==> src/rtl/ff_shreg.sv <==
// Parameterised shift register with addressable tap, saturating fill count and synchronous reset/set.
// D reaches TAP after SEL+1 enabled edges and CQZ after DEPTH; no backpressure, QEN alone gates shifting.
module ff_shreg #(
   parameter  int               WIDTH = 1,
   parameter  int               DEPTH = 4,
   parameter  logic [WIDTH-1:0] INIT  = {WIDTH{1'b0}},
   localparam int               AW    = ($clog2(DEPTH) < 1) ? 1 : $clog2(DEPTH),
   localparam int               FW    = $clog2(DEPTH + 1)
) (
   (* clkbuf_sink *) input  logic             QCK,
   (* clkbuf_sink *) input  logic             QRT,
   (* clkbuf_sink *) input  logic             QST,
   input  logic             QEN,
   input  logic [WIDTH-1:0] D,
   input  logic [AW-1:0]    SEL,
   output logic [WIDTH-1:0] TAP,
   output logic [WIDTH-1:0] CQZ,
   output logic [FW-1:0]    FILL,
   output logic             FULL
);

   // Declaration initialisers give the power-up contents; no reset is needed to reach them.
   logic [WIDTH-1:0] r_stage [DEPTH] = '{default: INIT};
   logic [FW-1:0]    r_fill          = '0;
   logic [WIDTH-1:0] w_tap;

   always_ff @(posedge QCK) begin
      if (QRT) begin
         r_stage <= '{default: '0};
         r_fill  <= '0;
      end else if (QST) begin
         r_stage <= '{default: '1};
         r_fill  <= FW'(DEPTH);
      end else if (QEN) begin
         r_stage[0] <= D;
         for (int i = 1; i < DEPTH; i++) begin
            r_stage[i] <= r_stage[i-1];
         end
         if (r_fill != FW'(DEPTH)) begin
            r_fill <= r_fill + FW'(1);
         end
      end
   end

   // Addresses at or beyond DEPTH match no stage and read as zero.
   always_comb begin
      w_tap = '0;
      for (int i = 0; i < DEPTH; i++) begin
         if (SEL == AW'(i)) begin
            w_tap = r_stage[i];
         end
      end
   end

   assign TAP  = w_tap;
   assign CQZ  = r_stage[DEPTH-1];
   assign FILL = r_fill;
   assign FULL = (r_fill == FW'(DEPTH));

endmodule

==> config.mk <==
export PLATFORM = sky130hd
export DESIGN_NAME = ff_shreg
export DESIGN_NICKNAME = d
export VERILOG_FILES = /design/src/rtl/ff_shreg.sv
export SDC_FILE = /design/constraint.sdc
export NUM_CORES = 1
export LEC_CHECK = 0
export BUFFER_PORTS_ARGS = -buffer_cell sky130_fd_sc_hd__buf_2
export CAP_MARGIN = 20
export CORE_AREA = 2 2 39 41
export DETAILED_ROUTE_END_ITERATION = 12
export DIE_AREA = 0 0 41 43
export PLACE_DENSITY_LB_ADDON = 0.05
export SETUP_SLACK_MARGIN = 0.3
export SYNTH_ARGS = -nofsm -noshare
export SYNTH_HDL_FRONTEND = slang
export SYNTH_SLANG_ARGS = --single-unit
==> constraint.sdc <==
create_clock -name QCK -period 1.4 [get_ports QCK]
set_input_delay 0.28 -clock QCK [delete_from_list [all_inputs] [get_ports QCK]]
set_output_delay 0.28 -clock QCK [all_outputs]
set_load 0.03 [all_outputs]
### After elaboration in Yosys (flattened, before gate mapping)

Cells that the tools add are included.

| cells by class | value |
|---|---|
| equal/unequal tests | 5 |
| muxes and demuxes | 9 |
| $add $sub $neg | 1 |
| reductions and logical operators | 6 |

Operator list:

| operator | count |
|---|---|
| 3-bit 2-to-1 mux | 3 |
| 4-bit 2-to-1 mux | 2 |
| 2-bit == test (second input constant) | 2 |
| 1-bit 2-to-1 mux | 4 |
| 2-bit AND reduction | 2 |
| 2-bit nonzero test | 2 |
| 3-bit by 1-bit adder with 3-bit output (second input constant) | 1 |
| 3-bit == test (second input constant) | 1 |
| 3-bit != test (second input constant) | 1 |
| 2-bit by 1-bit == test with 1-bit output (second input constant) | 1 |
| 2-bit zero test | 1 |
| 2-bit OR reduction | 1 |

| storage, ports and cells | value |
|---|---|
| output and inout port bits | 6 |
| bits in registers | 7 |
| input port bits | 7 |

### Longest topological paths before layout

Gate-level depths: netlist of run 1.

| depth | value |
|---|---|
| depth in word-level cells | 5 |
| mapped depth | 5 |
| gate-level depth less buffers | 5 |

### Worst setup path before layout of run 1

Ideal clock, no wire load.

| timing | value |
|---|---|
| path kind | register to register |
| from | register r_fill[0] (netlist: FILL[0]) |
| to | register r_fill[1] (netlist: FILL[1]) |
| arrival | 1269 ps |
| data required time | 1272 ps |
| slack | 3 ps |
| stages on the path, launching flop included | 6 |
| path buffers | 0 |
| cell sequence | dfxtp_1 inv_1 ha_1 a21boi_4 mux2i_1 nor3_1 |

| on the way | value |
|---|---|
| longest elaborated chain between the ends | 2 |

RTL lines:

| item | RTL line | text |
|---|---|---|
| from (decl) | 24 | `logic [FW-1:0] r_fill = '0;` |
| from (signal assigned) | 33 | `r_fill <= FW'(DEPTH);` |
| from (signal assigned) | 40 | `r_fill <= r_fill + FW'(1);` |
| branches (longest 2 deep; another with 3-bit by 1-bit adder with 3-bit output) | - |  |

Several ways; the timed one is not identified.
A chain may end at the register's enable or synchronous reset.

### Worst setup path after layout of run 1

| timing | value |
|---|---|
| from | register r_stage (netlist bit CQZ) |
| to | output port TAP |

| on the way | value |
|---|---|
| longest elaborated chain between the ends | 1 |

RTL lines:

| item | RTL line | text |
|---|---|---|
| from (decl) | 23 | `logic [WIDTH-1:0] r_stage [DEPTH] = '{default: INIT};` |
| from (signal, indexed assignment) | 37 | `r_stage[i] <= r_stage[i-1];` |
| 1-bit 2-to-1 mux | 49 | `if (SEL == AW'(i)) begin` |
| to (decl) | 16 | `output logic [WIDTH-1:0] TAP,` |

No other way between the ends.

==> impl_metrics.py, run 1 <==
metrics = {
    "layout": {
        "nFillCells": 149,
        "fin_nets": 65,
        "drive_gt1_frac": 0.673,
        "multiInputGateArea_um2": 236,
        "layout_common_cells": "buf_6, buf_2",
        "fin_util": 0.433,
        "antenna_cells": 0,
        "area_growth_pct": 63.5,
        "regArea_um2": 155,
        "final_cells": 71,
        "mostFrequentLayoutCell": "buf_6",
    },
    "floorplanning": {
        "die_h_um": 43,
        "initial_core_util": 0.265,
        "rows": 14,
        "ios": 13,
        "dieArea_um2": 1760,
        "dieWidth_um": 41,
        "core_um2": 1380,
    },
    "timing": {
        "slew_violations": 0,
        "worstMarginPinSlew_ns": 0.205,
        "finalCriticalPeriod_ns": 1.49,
        "relSlewSlack": 0.862,
        "rsz0062_at_grt": "true",
        "max_freq_mhz": 673,
        "fin_ws_ns": -0.0864,
        "setup_violations": 1,
        "period_share": 1.06,
        "finalHoldViolations": 0,
        "finClkSkew_ns": 0.00706,
    },
    "setup_path": {
        "crit_fanout": 2,
        "cp-end-kind": "output pin",
        "reg2reg_from": "FILL[1]",
        "cp_top_family": "multiplexers",
        "crit_buf_inv": 1,
        "worstPathRequired_ns": 1.12,
        "crit_slowest_cell": "mux4_2",
        "criticalPathCategory": "flop to output pin",
        "cpPeakStageDelay_ns": 0.47,
        "start_kind": "flop",
        "crit_chain": "mux4_2 -> buf_6",
        "startpoint": "CQZ",
        "critPathArrivalTime_ns": 1.21,
    },
    "global_route": {
        "grt_use_total": 0.114,
        "gr-total-overflow": 0,
        "grt_pass1_wl_um": 1310,
        "grt_pass1_vias": 304,
        "grt_start_max_net_pins": 11,
        "antenna_found_initial": 0,
    },
    "logic_synthesis": {
        "synth_nets": 44,
        "syn_area_per_cell_um2": 10.5,
        "synth_top_area_cell": "dfxtp_1",
        "synthMuxAreaShare": 0.0887,
        "synth_compound_area_frac": 0.177,
        "yosys-top-cells-area": "dfxtp_1, a211oi_1, and2b_2",
        "synth_warnings": 0,
        "synth_fa_ha_area_frac": 0.0683,
        "synth_xor_area_frac": 0.0239,
        "ys_seq_elements": 7,
        "yosys.area_share.simple": 0.198,
        "synth_top_family_by_area": "simple AND/OR/NAND/NOR gates",
        "postSynthCellCount": 35,
        "ys_seq_area_frac": 0.382,
        "synth.cell_area_um2": 367,
        "synth_top_area_share": 0.382,
        "synth_cell_type_count": 16,
    },
    "detailed_routing": {
        "vias_per_cell": 4.54,
        "wl_met2_um": 440,
        "vias": 322,
        "wl_per_cell_um": 12.5,
        "drt-total-wl_um": 890,
        "routed-wl-met3_um": 69,
        "first_iter_violations": 5,
        "top_layer_used": "met3",
        "drc": 0,
        "drtPass1Iterations": 2,
        "drt-met1-wl_um": 380,
        "drtAntennaViolNets": 0,
    },
    "placed_design": {
        "place_congestion": 0.549,
        "io_buffers": 12,
        "placedCellCount": 61,
        "pre_cts_ws_ns": 0.0868,
        "place_hpwl_um": 603,
    },
    "clock_network": {
        "cts_sinks": 7,
        "clk_path_buf_depth": 2,
        "clk_pin_slew_ns": 0.06,
        "cts_hold_repair.buffers": 0,
        "cts_buffers": 3,
        "clock_latency_ns": 0.25,
        "ctsHtreeMaxLevel": 1,
        "cts_tree": "built",
        "cts_root_buf": "clkbuf_4",
    },
    "pwr": {
        "internal-power_mw": 0.389,
        "ir_drop_v": 0.000514,
        "switching_share": 0.280,
        "seqPwrFrac": 0.410,
        "cellLeakagePower_nw": 0.254,
        "power.switching_mw": 0.151,
        "combPwrFrac": 0.249,
        "pwr_density_cell_nw_per_um2": 901,
        "clkPwrFrac": 0.341,
    },
    "hold_path": {
        "hp-class": "input pin to flop",
        "worstHoldStart": "D",
    },
    "job": {
        "drv_cap": 0,
    },
    "run_status": {
        "violations": "setup timing",
        "status": "finished, violations left",
    },
}
==> state kept, by name, summed over array words and instances, names as in the netlist <==
name	cells
r_stage	3
FILL	3
CQZ	1
==> power by group through the flow <==
stage	registers (mW)	logic, mW	clock network (mW)
final	0.221	0.134	0.184
after global routing	0.222	0.144	0.208
after CTS	0.221	0.121	0.192
after detailed placement	0.226	0.104	0
after global placement	0.225	0.101	0
after floorplan	0.236	0.0659	0
==> worst reg2reg max path: stages (launching register included) <==
cell and delay, ns:
dfxtp_4 0.35, inv_2 0.04, ha_4 0.15, buf_6 0.11, a21boi_4 0.16, mux2i_1 0.22
nor3_1 0.05
==> final timing paths <==
path	slack, ns	cells past startpoint	endpoint
setup / recovery	-0.09	2	TAP
hold / removal	0.28	3	r_stage[3]
setup reg to reg	0.20	6	FILL[1]
hold reg to reg	0.55	2	r_stage[1]
==> synth_stat cells <==
| library cell | number |
|---|---|
| dfxtp_1 | 7 |
| a211oi_1 | 5 |
| and2b_2 | 4 |
| nor2_1 | 4 |
| ha_1 | 2 |
| inv_1 | 2 |
| nor3_1 | 2 |
| a21boi_4 | 1 |
| a311oi_1 | 1 |
| and2_1 | 1 |
| buf_6 | 1 |
| clkbuf_1 | 1 |
| mux2i_1 | 1 |
| mux4_2 | 1 |
| nor2b_1 | 1 |
| xnor2_1 | 1 |
==> area by class of cell <==
class,instances,share of cell area
Tap cell,16,0.0334
Inverter,2,0.0125
Timing Repair Buffer,18,0.257
Multi-Input combinational cell,24,0.395
Sequential cell,7,0.259
Clock buffer,4,0.0438
==> per-layer routing <==
metal	vias to the layer above	track usage
li1	162	-
met1	149	0.126
met2	11	0.169
met3	0	0.0576
met4	0	0.0600
met5	-	0
==> cells by family (layout without fill, tap and decap cells) <==
logic type,after synthesis,after routing
and+or+nand+nor,12,12
AOI/OAI and AO/OA,7,7
DFF,7,7
buffers and inverters,4,24
adders and majority gates,2,2
muxes,2,2
xor gates and xnor gates,1,1
==> through the flow <==
stage | hold slack (ns) | cell area (um2) | setup TNS (ns) | total power, mW
finish | 0.285 | 599 | -0.0864 | 0.540
global placement | 0.497 | 459 | 0 | 0.326
global route | 0.292 | 599 | -0.114 | 0.575
detailed placement | 0.531 | 459 | 0 | 0.330
floorplan | 0.343 | 394 | 0 | 0.302
CTS | 0.288 | 536 | -0.0967 | 0.534
==> timing repair <==
item / in CTS / in global routing
pin swaps: 2 / 6
buffers inserted: 2 / 4
endpoints found under the setup margin: 4 / 7
resized for setup: 11 / 9
No activity file was read; power rests on OpenSTA's default activity.
==> inputs of run 2 (changes only) <==
--- a/config.mk
+++ b/config.mk
@@ -13,3 +13,2 @@
 export PLACE_DENSITY_LB_ADDON = 0.05
-export SETUP_SLACK_MARGIN = 0.3
 export SYNTH_ARGS = -nofsm -noshare
==> constraint.sdc (replaced) <==
create_clock -name QCK -period 1.4 [get_ports QCK]
set_input_delay 0.21 -clock QCK [delete_from_list [all_inputs] [get_ports QCK]]
set_output_delay 0.21 -clock QCK [all_outputs]
set_load 0.03 [all_outputs]
==> run 2 against run 1 <==
Net effect:
- the flow now finishes without violations
- wire length shrank 9.3%
- sequential power is essentially flat
- count of clock-buffer cells in the layout is the same
- final cell count shrank 2.8%
- combinational power shrank 10%
- worst hold slack lost 0.079 ns
- clock power is essentially flat
- first-iteration DRC count shrank 100%
==> impl_metrics.py, run 2 (synthesis results as in run 1) <==
metrics = {
    "run_status": {
        "status": "finished clean",
    },
    "setup_path": {
        "cp-end-kind": "output pin",
        "criticalPathCategory": "flop to output pin",
        "start_kind": "flop",
        "crit_buf_inv": 1,
        "crit_chain": "mux4_2 -> buf_6",
        "crit_slowest_cell": "mux4_2",
        "worstPathRequired_ns": 1.19,
        "crit_fanout": 2,
        "cpPeakStageDelay_ns": 0.47,
        "cp_top_family": "multiplexers",
        "critPathArrivalTime_ns": 1.18,
    },
    "layout": {
        "final_cells": 69,
        "fin_util": 0.373,
        "area_growth_pct": 41.0,
        "mostFrequentLayoutCell": "buf_2",
        "drive_gt1_frac": 0.604,
        "multiInputGateArea_um2": 216,
        "layout_common_cells": "buf_2, dfxtp_2, a211oi_1, buf_4",
        "regArea_um2": 148,
        "nFillCells": 146,
        "fin_nets": 63,
        "antenna_cells": 0,
    },
    "placed_design": {
        "io_buffers": 12,
        "place_hpwl_um": 565,
        "place_congestion": 0.641,
        "pre_cts_ws_ns": 0.160,
        "placedCellCount": 61,
    },
    "global_route": {
        "gr-total-overflow": 0,
        "grt_use_total": 0.113,
        "antenna_found_initial": 0,
        "grt_pass1_wl_um": 1350,
        "grt_start_max_net_pins": 11,
        "grt_pass1_vias": 317,
    },
    "pwr": {
        "cellLeakagePower_nw": 0.234,
        "ir_drop_v": 0.000314,
        "pwr_density_cell_nw_per_um2": 1030,
    },
    "clock_network": {
        "cts_buffers": 3,
        "cts_hold_repair.buffers": 0,
        "cts_root_buf": "clkbuf_4",
        "clk_path_buf_depth": 2,
        "clock_latency_ns": 0.25,
        "cts_tree": "built",
        "ctsHtreeMaxLevel": 1,
        "cts_sinks": 7,
        "clk_pin_slew_ns": 0.06,
    },
    "detailed_routing": {
        "first_iter_violations": 0,
        "vias_per_cell": 4.49,
        "vias": 310,
        "drtPass1Iterations": 1,
        "drt-total-wl_um": 807,
        "drtAntennaViolNets": 0,
        "wl_per_cell_um": 11.7,
        "drc": 0,
    },
    "timing": {
        "finalHoldViolations": 0,
        "slew_violations": 0,
        "relSlewSlack": 0.858,
        "period_share": 0.996,
        "finalCriticalPeriod_ns": 1.39,
        "fin_hold_ws_ns": 0.206,
        "setup_violations": 0,
        "rsz0062_at_grt": "true",
        "worstMarginPinSlew_ns": 0.211,
        "fin_setup_tns_ns": 0,
        "finClkSkew_ns": 0.000115,
        "max_freq_mhz": 717,
        "fin_ws_ns": 0.00582,
    },
    "floorplanning": {
        "rows": 14,
        "initial_core_util": 0.265,
        "ios": 13,
        "core_um2": 1380,
        "dieWidth_um": 41,
        "die_h_um": 43,
        "dieArea_um2": 1760,
    },
    "job": {
        "drv_cap": 0,
    },
    "hold_path": {
        "hp-class": "input pin to flop",
    },
}
-- run 2: cell count changes in the layout (fill, tap and decap cells not counted), sizes merged --
cell and change:
buf -2
-- run 2: worst min-delay path, stage by stage --
cell	delay (ns)
buf_2	0.08
a211oi_1	0.06
nor2_1	0.07
-- run 2: path summary, 6_finish.rpt --
check,start,endpoint,slack (ns),cells past startpoint
worst min register to register,r_stage[2],r_stage[1],0.51,2
worst max-delay path,CQZ,TAP,0.006,2
worst max register to register,FILL[1],FILL[1],0.27,5
worst min-delay path,D,r_stage[3],0.21,3
-- run 2: layout make-up --
type / instances / share of cell area
Tap cell: 16 / 0.0387
Inverter: 2 / 0.0145
Multi-Input combinational cell: 24 / 0.419
Clock buffer: 4 / 0.0508
Timing Repair Buffer: 16 / 0.191
Sequential cell: 7 / 0.286
-- run 2: layer usage --
layer	part of all wire	GRT usage
met5	0	0
met4	0	0.0600
met3	0.071	0.0471
met2	0.49	0.144
met1	0.43	0.155
-- run 2: what timing repair did --
item,4_1_cts,5_1_grt
setup endpoints to repair,2,2
pin swaps,0,0
resized for setup,9,2
setup buffers,2,2
-- run 2: through the flow --
stage	total power [mW]	instance area (um2)
floorplan	0.299	367
global placement	0.323	432
detailed placement	0.326	432
CTS	0.529	490
global route	0.570	517
finish	0.531	517
-- run 2: report_power, final --
| group | internal [mW] | switching [mW] | total [mW] |
|---|---|---|---|
| Sequential | 0.214 | 0.00990 | 0.224 |
| Combinational | 0.0587 | 0.0615 | 0.120 |
| Clock | 0.109 | 0.0777 | 0.187 |
| Total | 0.382 | 0.149 | 0.531 |
